`config.mk`:
```
export PLATFORM = sky130hd
export DESIGN_NAME = prbs_pkt_gen
export DESIGN_NICKNAME = d
export VERILOG_FILES = /design/src/rtl/prbs_pkg.sv /design/src/rtl/prbs31_par_gen.sv /design/src/rtl/prbs_pkt_gen.sv
export SDC_FILE = /design/constraint.sdc
export NUM_CORES = 1
export LEC_CHECK = 0
export CORE_MARGIN = 5
export CORE_UTILIZATION = 45
export DETAILED_ROUTE_END_ITERATION = 7
export GPL_ROUTABILITY_DRIVEN = 0
export PLACE_DENSITY = 0.77
export SETUP_SLACK_MARGIN = 0.15
export SLEW_MARGIN = 10
export SYNTH_ARGS = -nofsm -noshare
export SYNTH_HDL_FRONTEND = slang
export SYNTH_SLANG_ARGS = --single-unit
```
`constraint.sdc`:
```
create_clock -name tx_user_clk_i -period 5.4 [get_ports tx_user_clk_i]
set_input_delay 1.62 -clock tx_user_clk_i [delete_from_list [all_inputs] [get_ports tx_user_clk_i]]
set_output_delay 1.62 -clock tx_user_clk_i [all_outputs]
set_load 0.01 [all_outputs]
```
`src/rtl/prbs_pkg.sv`:
```
// prbs_pkg: PRBS31 polynomial constants, stream defaults, FSM encoding and the 32-step LFSR helper
package prbs_pkg;
  localparam int PRBS_LEN = 31;
  localparam int PRBS_TAP = 28;
  localparam int WORD_W = 32;
  localparam logic [1:0] VLDB_ALL = 2'b00;
  typedef enum logic [1:0] {IDLE = 2'd0, SEND = 2'd1, GAP = 2'd2} state_t;
  // Runs WORD_W serial steps of x^31+x^28+1; bit i of the word is the inverted feedback of step i.
  // Returns {next_state, word}.
  function automatic logic [PRBS_LEN+WORD_W-1:0] prbs31_adv(input logic [PRBS_LEN-1:0] s);
    logic [PRBS_LEN-1:0] r;
    logic [WORD_W-1:0] w;
    logic fb;
    r = s;
    w = '0;
    for (int i = 0; i < WORD_W; i++) begin
      fb = r[PRBS_LEN-1] ^ r[PRBS_TAP-1];
      w[i] = ~fb;
      r = {r[PRBS_LEN-2:0], fb};
    end
    return {r, w};
  endfunction
endpackage

```
`src/rtl/prbs31_par_gen.sv`:
```
// prbs31_par_gen: PRBS31 LFSR presenting the next 32-bit word combinationally, advanced one word per adv_i
module prbs31_par_gen
  import prbs_pkg::*;
(
  input  logic                clk,
  input  logic                rst,
  input  logic [PRBS_LEN-1:0] seed,
  input  logic                adv_i,
  output logic [WORD_W-1:0]   word_o
);
  logic [PRBS_LEN-1:0] lfsr, lfsr_nxt;
  // Precompute the next word and the state 32 steps ahead so a word is ready every cycle
  always_comb {lfsr_nxt, word_o} = prbs31_adv(lfsr);
  // State only moves when the word is consumed; reset reloads the seed
  always_ff @(posedge clk or posedge rst)
    if (rst) lfsr <= seed;
    else if (adv_i) lfsr <= lfsr_nxt;
endmodule

```
`src/rtl/prbs_pkt_gen.sv`:
```
// prbs_pkt_gen: framed PRBS31 packet source with valid/ready flow control; PRBS_ERR_INJ_EN adds err_inj_i single-bit error injection
module prbs_pkt_gen
  import prbs_pkg::*;
#(
  parameter int                  PKT_LEN    = 256,
  parameter int                  GAP_CYCLES = 4,
  parameter logic [PRBS_LEN-1:0] SEED       = 31'h7FFF_FFFF
) (
  input  logic        tx_user_clk_i,
  input  logic        tx_user_rst_i,
  input  logic        gen_en_i,
  input  logic        tx_ready_i,
`ifdef PRBS_ERR_INJ_EN
  input  logic        err_inj_i,
`endif
  output logic [31:0] tx_data_o,
  output logic [1:0]  tx_vldb_o,
  output logic        tx_valid_o,
  output logic        tx_last_o,
  output logic        tx_user_o,
  output logic [31:0] pkt_cnt_o,
  output logic        busy_o
);
  state_t state, state_d;
  logic [7:0] beat, beat_nxt, gap_cnt;
  logic [31:0] word;
  logic xfer, last_xfer, gap_done, start, load, inj;

  assign xfer = tx_valid_o & tx_ready_i;
  assign last_xfer = xfer & tx_last_o;
  assign gap_done = gap_cnt == 8'(GAP_CYCLES - 1);
  assign load = start | (xfer & ~tx_last_o);
  assign beat_nxt = start ? 8'd0 : beat + 8'd1;
  assign tx_valid_o = state == SEND;
  assign busy_o = state != IDLE;
  assign tx_vldb_o = VLDB_ALL;

  prbs31_par_gen u_prbs (
    .clk    (tx_user_clk_i),
    .rst    (tx_user_rst_i),
    .seed   (SEED),
    .adv_i  (load),
    .word_o (word)
  );

  // Next state; start marks loading beat 0 of a new packet
  always_comb begin
    state_d = state;
    start = 1'b0;
    case (state)
      IDLE: begin
        start = gen_en_i;
        state_d = gen_en_i ? SEND : IDLE;
      end
      SEND: if (last_xfer) begin
        start = (GAP_CYCLES == 0) && gen_en_i;
        state_d = GAP_CYCLES > 0 ? GAP : gen_en_i ? SEND : IDLE;
      end
      GAP: if (gap_done) begin
        start = gen_en_i;
        state_d = gen_en_i ? SEND : IDLE;
      end
      default: state_d = IDLE;
    endcase
  end

  // FSM state register
  always_ff @(posedge tx_user_clk_i or posedge tx_user_rst_i)
    if (tx_user_rst_i) state <= IDLE;
    else state <= state_d;

  // Beat index of the word on the bus and elapsed gap cycles
  always_ff @(posedge tx_user_clk_i or posedge tx_user_rst_i)
    if (tx_user_rst_i) begin
      beat <= 8'd0;
      gap_cnt <= 8'd0;
    end else begin
      if (load) beat <= beat_nxt;
      gap_cnt <= state == GAP ? gap_cnt + 8'd1 : 8'd0;
    end

  // Output beat register; only reloads when empty or the held beat transfers, so stalls keep it stable
  always_ff @(posedge tx_user_clk_i or posedge tx_user_rst_i)
    if (tx_user_rst_i) begin
      tx_data_o <= 32'd0;
      tx_user_o <= 1'b0;
      tx_last_o <= 1'b0;
    end else if (load) begin
      tx_data_o <= word ^ {31'd0, inj};
      tx_user_o <= start;
      tx_last_o <= beat_nxt == 8'(PKT_LEN - 1);
    end

  // Completed packets, counted when the last beat is accepted
  always_ff @(posedge tx_user_clk_i or posedge tx_user_rst_i)
    if (tx_user_rst_i) pkt_cnt_o <= 32'd0;
    else if (last_xfer) pkt_cnt_o <= pkt_cnt_o + 32'd1;

`ifdef PRBS_ERR_INJ_EN
  logic armed;
  assign inj = armed | err_inj_i;
  // Pending injection waits for the next loaded beat; pulses before that merge into one
  always_ff @(posedge tx_user_clk_i or posedge tx_user_rst_i)
    if (tx_user_rst_i) armed <= 1'b0;
    else armed <= load ? 1'b0 : inj;
`else
  assign inj = 1'b0;
`endif
endmodule
```
==> impl_results.html <==
<table>
<tr><th>Metric</th><th>Value</th></tr>
<tr><th colspan="2">Synth</th></tr>
<tr><td>Post-Syn Instances</td><td>about 440</td></tr>
<tr><td>Flip-flop cell with the highest count after synthesis</td><td>dfrtp_1</td></tr>
<tr><td>Top-count cell post-synth</td><td>dfrtp_1</td></tr>
<tr><td>Post-synthesis register bit count</td><td>roughly 120</td></tr>
<tr><td>Proportion of synthesized flip-flops having asynchronous set or reset</td><td>1.000</td></tr>
<tr><td>Sequential share of the synthesized area</td><td>0.5528</td></tr>
<tr><td>Distinct cell type count after synthesis</td><td>between 40 and 50</td></tr>
<tr><td>Count of flip-flops with a built-in enable after synthesis</td><td>0</td></tr>
<tr><td>Number of synthesis warnings</td><td>0</td></tr>
<tr><td>Top cell type's share of synthesized area</td><td>0.3984</td></tr>
<tr><td>Synth Cell Area</td><td>approximately 0.0053 mm2</td></tr>
<tr><td>Cell types with the highest counts after synthesis</td><td>dfrtp_1 (84), xnor2_1 (49), inv_1 (37)</td></tr>
<tr><td>Main area contributors after synthesis</td><td>dfrtp_1 (40%), dfstp_2 (15%), xnor2_1 (8.1%), mux2_2 (6.8%), mux2i_1 (5.9%)</td></tr>
<tr><td>Mean area per synthesized cell</td><td>roughly 12 um2</td></tr>
<tr><td>Cell taking the most area after synthesis</td><td>dfrtp_1</td></tr>
<tr><th colspan="2">Floorplanning</th></tr>
<tr><td>Standard-cell row count</td><td>39</td></tr>
<tr><td>Die Area</td><td>between 0.01 and 0.015 mm2</td></tr>
<tr><td>Chip height</td><td>118.3 um</td></tr>
<tr><td>Area of the core</td><td>0.01147 mm2</td></tr>
<tr><td>Top Ports</td><td>74</td></tr>
<tr><td>Horizontal die dimension</td><td>118.3 um</td></tr>
<tr><td>Initial Util</td><td>0.4601</td></tr>
<tr><th colspan="2">Cells and area</th></tr>
<tr><td>Area growth syn-to-layout</td><td>28.57%</td></tr>
<tr><td>Layout cell share with drive strength beyond 1</td><td>0.2023</td></tr>
<tr><td>Total number of nets in the final design</td><td>523</td></tr>
<tr><td>Antenna cell count</td><td>0</td></tr>
<tr><td>Final standard cell utilization of the core</td><td>0.5916</td></tr>
<tr><th colspan="2">Global route</th></tr>
<tr><td>Initial antenna violation count</td><td>0</td></tr>
<tr><td>Gr ovfl total</td><td>0</td></tr>
<tr><td>Pin count of the biggest net entering global routing</td><td>63</td></tr>
<tr><td>First-pass GRT wire length</td><td>~19000 um</td></tr>
<tr><td>Total routing usage reported by global routing</td><td>0.1625</td></tr>
<tr><td>Via count of the first global-routing pass</td><td>between 3000 and 4000</td></tr>
<tr><th colspan="2">Route</th></tr>
<tr><td>DRT iter0 DRCs</td><td>about 220</td></tr>
<tr><td>Drc violations</td><td>0</td></tr>
<tr><td>Total routed wirelength</td><td>~11000 um</td></tr>
<tr><td>Remaining number of nets flagged by the antenna check after routing</td><td>0</td></tr>
<tr><td>Detail-routed net length per standard cell</td><td>15.74 um</td></tr>
<tr><td>Pre-Repair DR Iteration Count</td><td>4</td></tr>
<tr><td>Vias per inst</td><td>between 5 and 6</td></tr>
<tr><td>Routed vias</td><td>3465</td></tr>
<tr><th colspan="2">Worst hold path</th></tr>
<tr><td>Hold/Removal Path Class</td><td>register to register</td></tr>
<tr><th colspan="2">Clock network</th></tr>
<tr><td>H-tree levels</td><td>4</td></tr>
<tr><td>CTS tree</td><td>built</td></tr>
<tr><td>Setup fix buffers added after clock tree synthesis</td><td>0</td></tr>
<tr><td>Num Clock Sinks</td><td>115</td></tr>
<tr><td>Clock latency on the worst-skew pair</td><td>between 0.4 and 0.5 ns</td></tr>
<tr><td># resized after CTS</td><td>0</td></tr>
<tr><td>Clock transition at path regs</td><td>roughly 0.060 ns</td></tr>
<tr><td>Clock Path Buffers</td><td>2</td></tr>
<tr><td>Number of hold-repair buffers added at the cts stage</td><td>0</td></tr>
<tr><td>Cts bufs inserted</td><td>17</td></tr>
<tr><td>Clk root buf</td><td>clkbuf_16</td></tr>
<tr><th colspan="2">Placement</th></tr>
<tr><td>Detailed placement HPWL</td><td>just over 7000 um</td></tr>
<tr><td>I/O Buffers</td><td>just over 70</td></tr>
<tr><td>Place WS</td><td>around 1.6 ns</td></tr>
<tr><th colspan="2">Critical path</th></tr>
<tr><td>Worst setup slack for register-to-register paths</td><td>approximately 3.2 ns</td></tr>
<tr><td>Worst setup path start</td><td>tx_ready_i</td></tr>
<tr><td>Startpoint of the worst-slack reg-to-reg timing path</td><td>gap_cnt[4]</td></tr>
<tr><td>Arrival time of the worst setup path</td><td>roughly 3.7 ns</td></tr>
<tr><td>Highest fanout seen on the critical path</td><td>8</td></tr>
<tr><td>R2R Path End</td><td>tx_data_o[14]</td></tr>
<tr><td>Slowest CP cell</td><td>nor4bb_1</td></tr>
<tr><td>Data required time at the worst endpoint</td><td>around 5.7 ns</td></tr>
<tr><td>Last element of the critical path</td><td>beat[7]</td></tr>
<tr><td>Sequence of cells on the critical path</td><td>clkdlybuf4s50_1 -&gt; nor4bb_1 -&gt; nand4_1 -&gt; xor2_1 -&gt; nor2_1</td></tr>
<tr><td>Largest stage delay on the critical path</td><td>slightly above 1 ns</td></tr>
<tr><td>Kind of critical path</td><td>input port to register</td></tr>
<tr><td>Capturing element type of the critical path</td><td>register</td></tr>
<tr><td>Worst Reg2Reg Path Length in Cells</td><td>5</td></tr>
<tr><td>Sort of element at the start of the critical path</td><td>input port</td></tr>
<tr><th colspan="2">STA</th></tr>
<tr><td>Worst-Margin Slew</td><td>roughly 1.3 ns</td></tr>
<tr><td>Shortest clock period the worst path allows after layout</td><td>about 3.4 ns</td></tr>
<tr><td>Final setup TNS</td><td>0 ns</td></tr>
<tr><td>Final worst setup slack</td><td>2.015 ns</td></tr>
<tr><td># setup viols final</td><td>0</td></tr>
<tr><td>Peak clock frequency supported by timing</td><td>about 300 MHz</td></tr>
<tr><td>Pins over their slew limit</td><td>0</td></tr>
<tr><td>Relative max-transition margin</td><td>0.1250</td></tr>
<tr><td>Min Hold Slack</td><td>~0.46 ns</td></tr>
<tr><td>Setup repair after global routing missed its margin</td><td>no</td></tr>
<tr><td>Clock skew after layout</td><td>around 0.010 ns</td></tr>
<tr><td>Number of failing hold endpoints at the final stage</td><td>0</td></tr>
<tr><td>Crit share post-route</td><td>0.6268</td></tr>
<tr><th colspan="2">Pwr</th></tr>
<tr><td>Leakage power figure</td><td>3.055 nW</td></tr>
<tr><td>Worst vdd rail ir drop</td><td>383.8 uV</td></tr>
<tr><td>Cell area power density</td><td>~570 mW/mm2</td></tr>
<tr><th colspan="2">Run status</th></tr>
<tr><td>Run status</td><td>completed</td></tr>
<tr><th colspan="2">Run</th></tr>
<tr><td>Number of max-cap violations</td><td>0</td></tr>
</table>
[metal layers]
layer  GRT usage  vias to the layer above  share of wire
li1            -                     1623              -
met1      0.2065                     1734           0.44
met2      0.2542                       92           0.49
met3     0.06304                       16          0.062
met4     0.05735                        0          0.013
met5           0                        -              0
[flip-flops by register name, indices dropped and copies added, names as in the netlist]
name and cells:
tx_data_o 32, pkt_cnt_o 32, beat 8, u_prbs.lfsr 31
tx_user_o 1, tx_last_o 1, gap_cnt 8, state 2
[per-stage QoR]
| step | total power [mW] | cell area (um2) | instances |
|---|---|---|---|
| floorplan | 2.226 | 5280 | 438 |
| detailed placement | 2.686 | 6136 | 640 |
| global route | 4.124 | 6784 | 672 |
| finish | 3.880 | 6784 | 672 |
| global placement | 2.636 | 6136 | 640 |
| CTS | 3.933 | 6784 | 672 |
[critical path, delay by kind of cell]
family | cells | cell delay [ns]
buf+inv | 1 | 0.52
simple gates | 3 | 1.30
xor+xnor | 1 | 0.21
[layout make-up]
cell class | instances | area (um2)
Fill cell | 919 | 4683
Sequential cell | 115 | 2917
Multi-Input combinational cell | 272 | 2148
Timing Repair Buffer | 73 | 750.7
Clock buffer | 24 | 501.7
Tap cell | 143 | 178.9
Clock inverter | 8 | 146.4
Inverter | 37 | 141.4
[cells by family after synthesis]
| group | count (synthesis) | share of synthesized area |
|---|---|---|
| XOR/XNOR | 76 | 0.1262 |
| buffers and inverters | 51 | 0.04292 |
| multiplexers | 63 | 0.1271 |
| flip-flops | 115 | 0.5528 |
| other | 1 | 0.0007107 |
| AND/OR/NAND/NOR | 115 | 0.1276 |
| adder cells (fa/ha/maj) | 3 | 0.007115 |
| AO/OA/AOI/OAI | 13 | 0.01565 |
[how the worst min path moves through the flow]
stage | startpoint | to | slack [ns] | depth (start not counted)
final | gap_cnt[0] | gap_cnt[0] | 0.46 | 1
after global placement | gap_cnt[0] | gap_cnt[0] | 0.45 | 1
after floorplan | gap_cnt[0] | gap_cnt[0] | 0.43 | 1
after CTS | gap_cnt[0] | gap_cnt[0] | 0.46 | 1
after global routing | gap_cnt[0] | gap_cnt[0] | 0.48 | 1
after detailed placement | gap_cnt[0] | gap_cnt[0] | 0.44 | 1
[layout by cell type, fill, tap and decap left out, types with 3 or more instances in the layout]
cell | netlist | final
mux2i_1 | 31 | 31
inv_1 | 37 | 36
o21ai_0 | 4 | 3
dfstp_2 | 31 | 31
and2_1 | 5 | 5
dfrtp_1 | 84 | 84
xor2_1 | 27 | 27
and4_1 | 4 | 4
ha_1 | 3 | 3
clkdlybuf4s50_1 | 0 | 71
nor4_1 | 4 | 4
or2_2 | 3 | 3
nand3_1 | 16 | 16
and3_1 | 8 | 8
nor3_2 | 5 | 5
bufinv_16 | 0 | 4
xnor2_1 | 49 | 49
clkbuf_16 | 0 | 17
clkbuf_8 | 0 | 5
mux2_2 | 32 | 32
nor3_1 | 5 | 5
nand4_1 | 11 | 11
nand2_1 | 16 | 16
nor2_1 | 21 | 21
[power by group]
part	total [mW]	internal (mW)	switching (mW)
logic	1.20	0.684	0.519
registers	1.46	1.24	0.225
clock network	1.21	0.832	0.380
Note: power is estimated with default switching activity, not from simulation.
==> variant, RTL diff (same flow settings) <==
Set the package constant `PRBS_LEN` to 62 (it was 31).
--- a/src/rtl/prbs_pkg.sv
+++ b/src/rtl/prbs_pkg.sv
@@ -2,3 +2,3 @@
 package prbs_pkg;
-  localparam int PRBS_LEN = 31;
+  localparam int PRBS_LEN = 62;
   localparam int PRBS_TAP = 28;
Check against the original RTL: not equivalent (Yosys sat finds a counterexample within 4 cycles, from zero or initial values and one cycle with tx_user_rst_i high).
==> variant against the unedited design <==
- total power rose by 4.6%
- fmax fell by 1.7%
- wire length rose by 13%
- critical path depth rose by 1
- sequential cell count rose by 31
- area after synthesis rose by 17%
- largest power group unchanged
- final cell count rose by 28%
- non-clock buffer count rose by 3
- worst setup slack got worse by 57 ps
- cell area rose by 13%
- critical path type unchanged
- count of clock-buffer cells in the layout fell by 5
==> variant: results (changes against the unedited design) <==
metric,value,unit,change
Worst path max stage delay,780,ps,-250 ps
async set or reset register ratio after synthesis,100,%,unchanged
final hold slack,463,ps,+4.13 ps
Top Registers,"u_prbs.lfsr (62), pkt_cnt_o (32), tx_data_o (32)",,
LEAKAGE,3.52,nW,+15%
Post-Place Cells,828,,+29%
worst-path fanout max,39,,+31
most frequent cells after synthesis,"nand2_1 (189), dfrtp_1 (115), xnor2_1 (53)",,
worst hold path class,flip-flop to flip-flop,,
overall routing resource usage,15.8,%,-0.44 points
DRT met1 WL,5.33,mm,+15%
Switching Share,31.2,%,+2.2 points
Via Count,4264,,+23%
met1 GRT Util,20.4,%,-0.30 points
Critical Path Source,gen_en_i,,
met2 Usage GRT,25.3,%,-0.11 points
reg2reg end,tx_data_o[28]$_DFFE_PP0P_,,
Post-CTS Resized,0,,unchanged
hold path cells,1,,unchanged
WP data arrival,3750,ps,+100 ps
met2 WL,5.94,mm,+15%
Layout Cells excl Fill,860,,+28%
critical path's top delay family,buffers and inverters,,
Peak VDD IR,0.000292,V,-24%
largest net degree at the start of global routing,76,,+21%
global-route wire length before repair,20.8,mm,+12%
fillers,1115,,+21%
Synth area leaders,"dfrtp_1 (47%), dfstp_2 (13%), nand2_1 (12%)",,
Met3 Routed Length,555,um,-15%
Reg2Reg Setup Slack,2700,ps,-490 ps
layout cells sized above 1,12.0,%,-8.2 points
highest routed metal layer,met4,,
vias in the first global route,4214,,+14%
"Avg Cell Area, Syn",10.3,sq um,-15%
met3 Usage GRT,4.79,%,-1.5 points
Antenna Cells,0,,unchanged
post-DR wirelength/cell,13.9,um,-11%
Slew @ Worst Pin,945,ps,-350 ps
1st-iter DRT viols,303,,+36%
clk root buf,clkbuf_16,,
Final Skew,9.03,ps,-1.30 ps
Post-Place Cell Area,0.00704,sq mm,+15%
Main synth FF type,dfrtp_1,,
synth unique cells,41,,-4.7%
DP HPWL,8.37,mm,+18%
R2R depth,6,,+1
outcome,finished clean,,
post-route cell area,0.00764,sq mm,+13%
sequential-to-total area share from yosys stat,60.0,%,+4.7 points
Setup WS pre-CTS,1540,ps,-43.9 ps
postcts setup bufs,0,,unchanged
critical path's slowest cell,o21ai_4,,
Final #Nets,678,,+30%
initial antenna violation count,0,,unchanged
==> variant: changes by cell type after synthesis, moves of 5 or more <==
cell / change
nor3_2: -5
inv_1: -31
dfrtp_1: +31
nand2_1: +173
o21a_1: +14
mux2_2: -31
buf_2: +11
a21oi_1: +15
mux2i_1: -31
nor2_1: +27
==> variant: final cells by class <==
class,instances,area share [%]
sequential,146,48.3
multi-input combinational,424,30.6
timing repair buffer,76,9.96
clock buffer,19,5.93
tap,176,2.88
clock inverter,13,1.98
inverter,6,0.344
==> variant: cell families after synthesis <==
family / after synthesis / share of synthesized area [%]
AOI/OAI and AO/OA: 46 / 4.76
muxes: 1 / 0.183
buffers and inverters: 28 / 2.26
other: 1 / 0.0610
xor gates and xnor gates: 77 / 11.0
and+or+nand+nor: 295 / 21.2
adders and majority gates: 3 / 0.610
DFF: 146 / 60.0
==> variant: power by group through the flow <==
| stage | combinational (mW) | sequential (mW) | clock, mW |
|---|---|---|---|
| after floorplan | 0.641 | 1.82 | 0 |
| after global placement | 1.05 | 1.81 | 0 |
| after detailed placement | 1.09 | 1.83 | 0 |
| after CTS | 1.10 | 1.81 | 1.20 |
| after global routing | 1.21 | 1.86 | 1.25 |
| final | 1.08 | 1.81 | 1.17 |
==> variant: worst max path at each step <==
stage	endpoint	slack [ps]
floorplan	beat[0]$_DFFE_PP0P_	1970
global placement	tx_data_o[20]$_DFFE_PP0P_	1630
detailed placement	tx_data_o[25]$_DFFE_PP0P_	1540
CTS	tx_data_o[25]$_DFFE_PP0P_	1990
global route	u_prbs.lfsr[9]$_DFFE_PP1P_	1790
finish	tx_data_o[28]$_DFFE_PP0P_	1960
==> variant: worst reg2reg max path, cell delays in order (launching register included) <==
cell and delay (ps):
dfrtp_1 420, nor4_2 360, a31oi_1 300, o21ai_4 800, buf_4 470, nand2_1 120, o21a_1 120
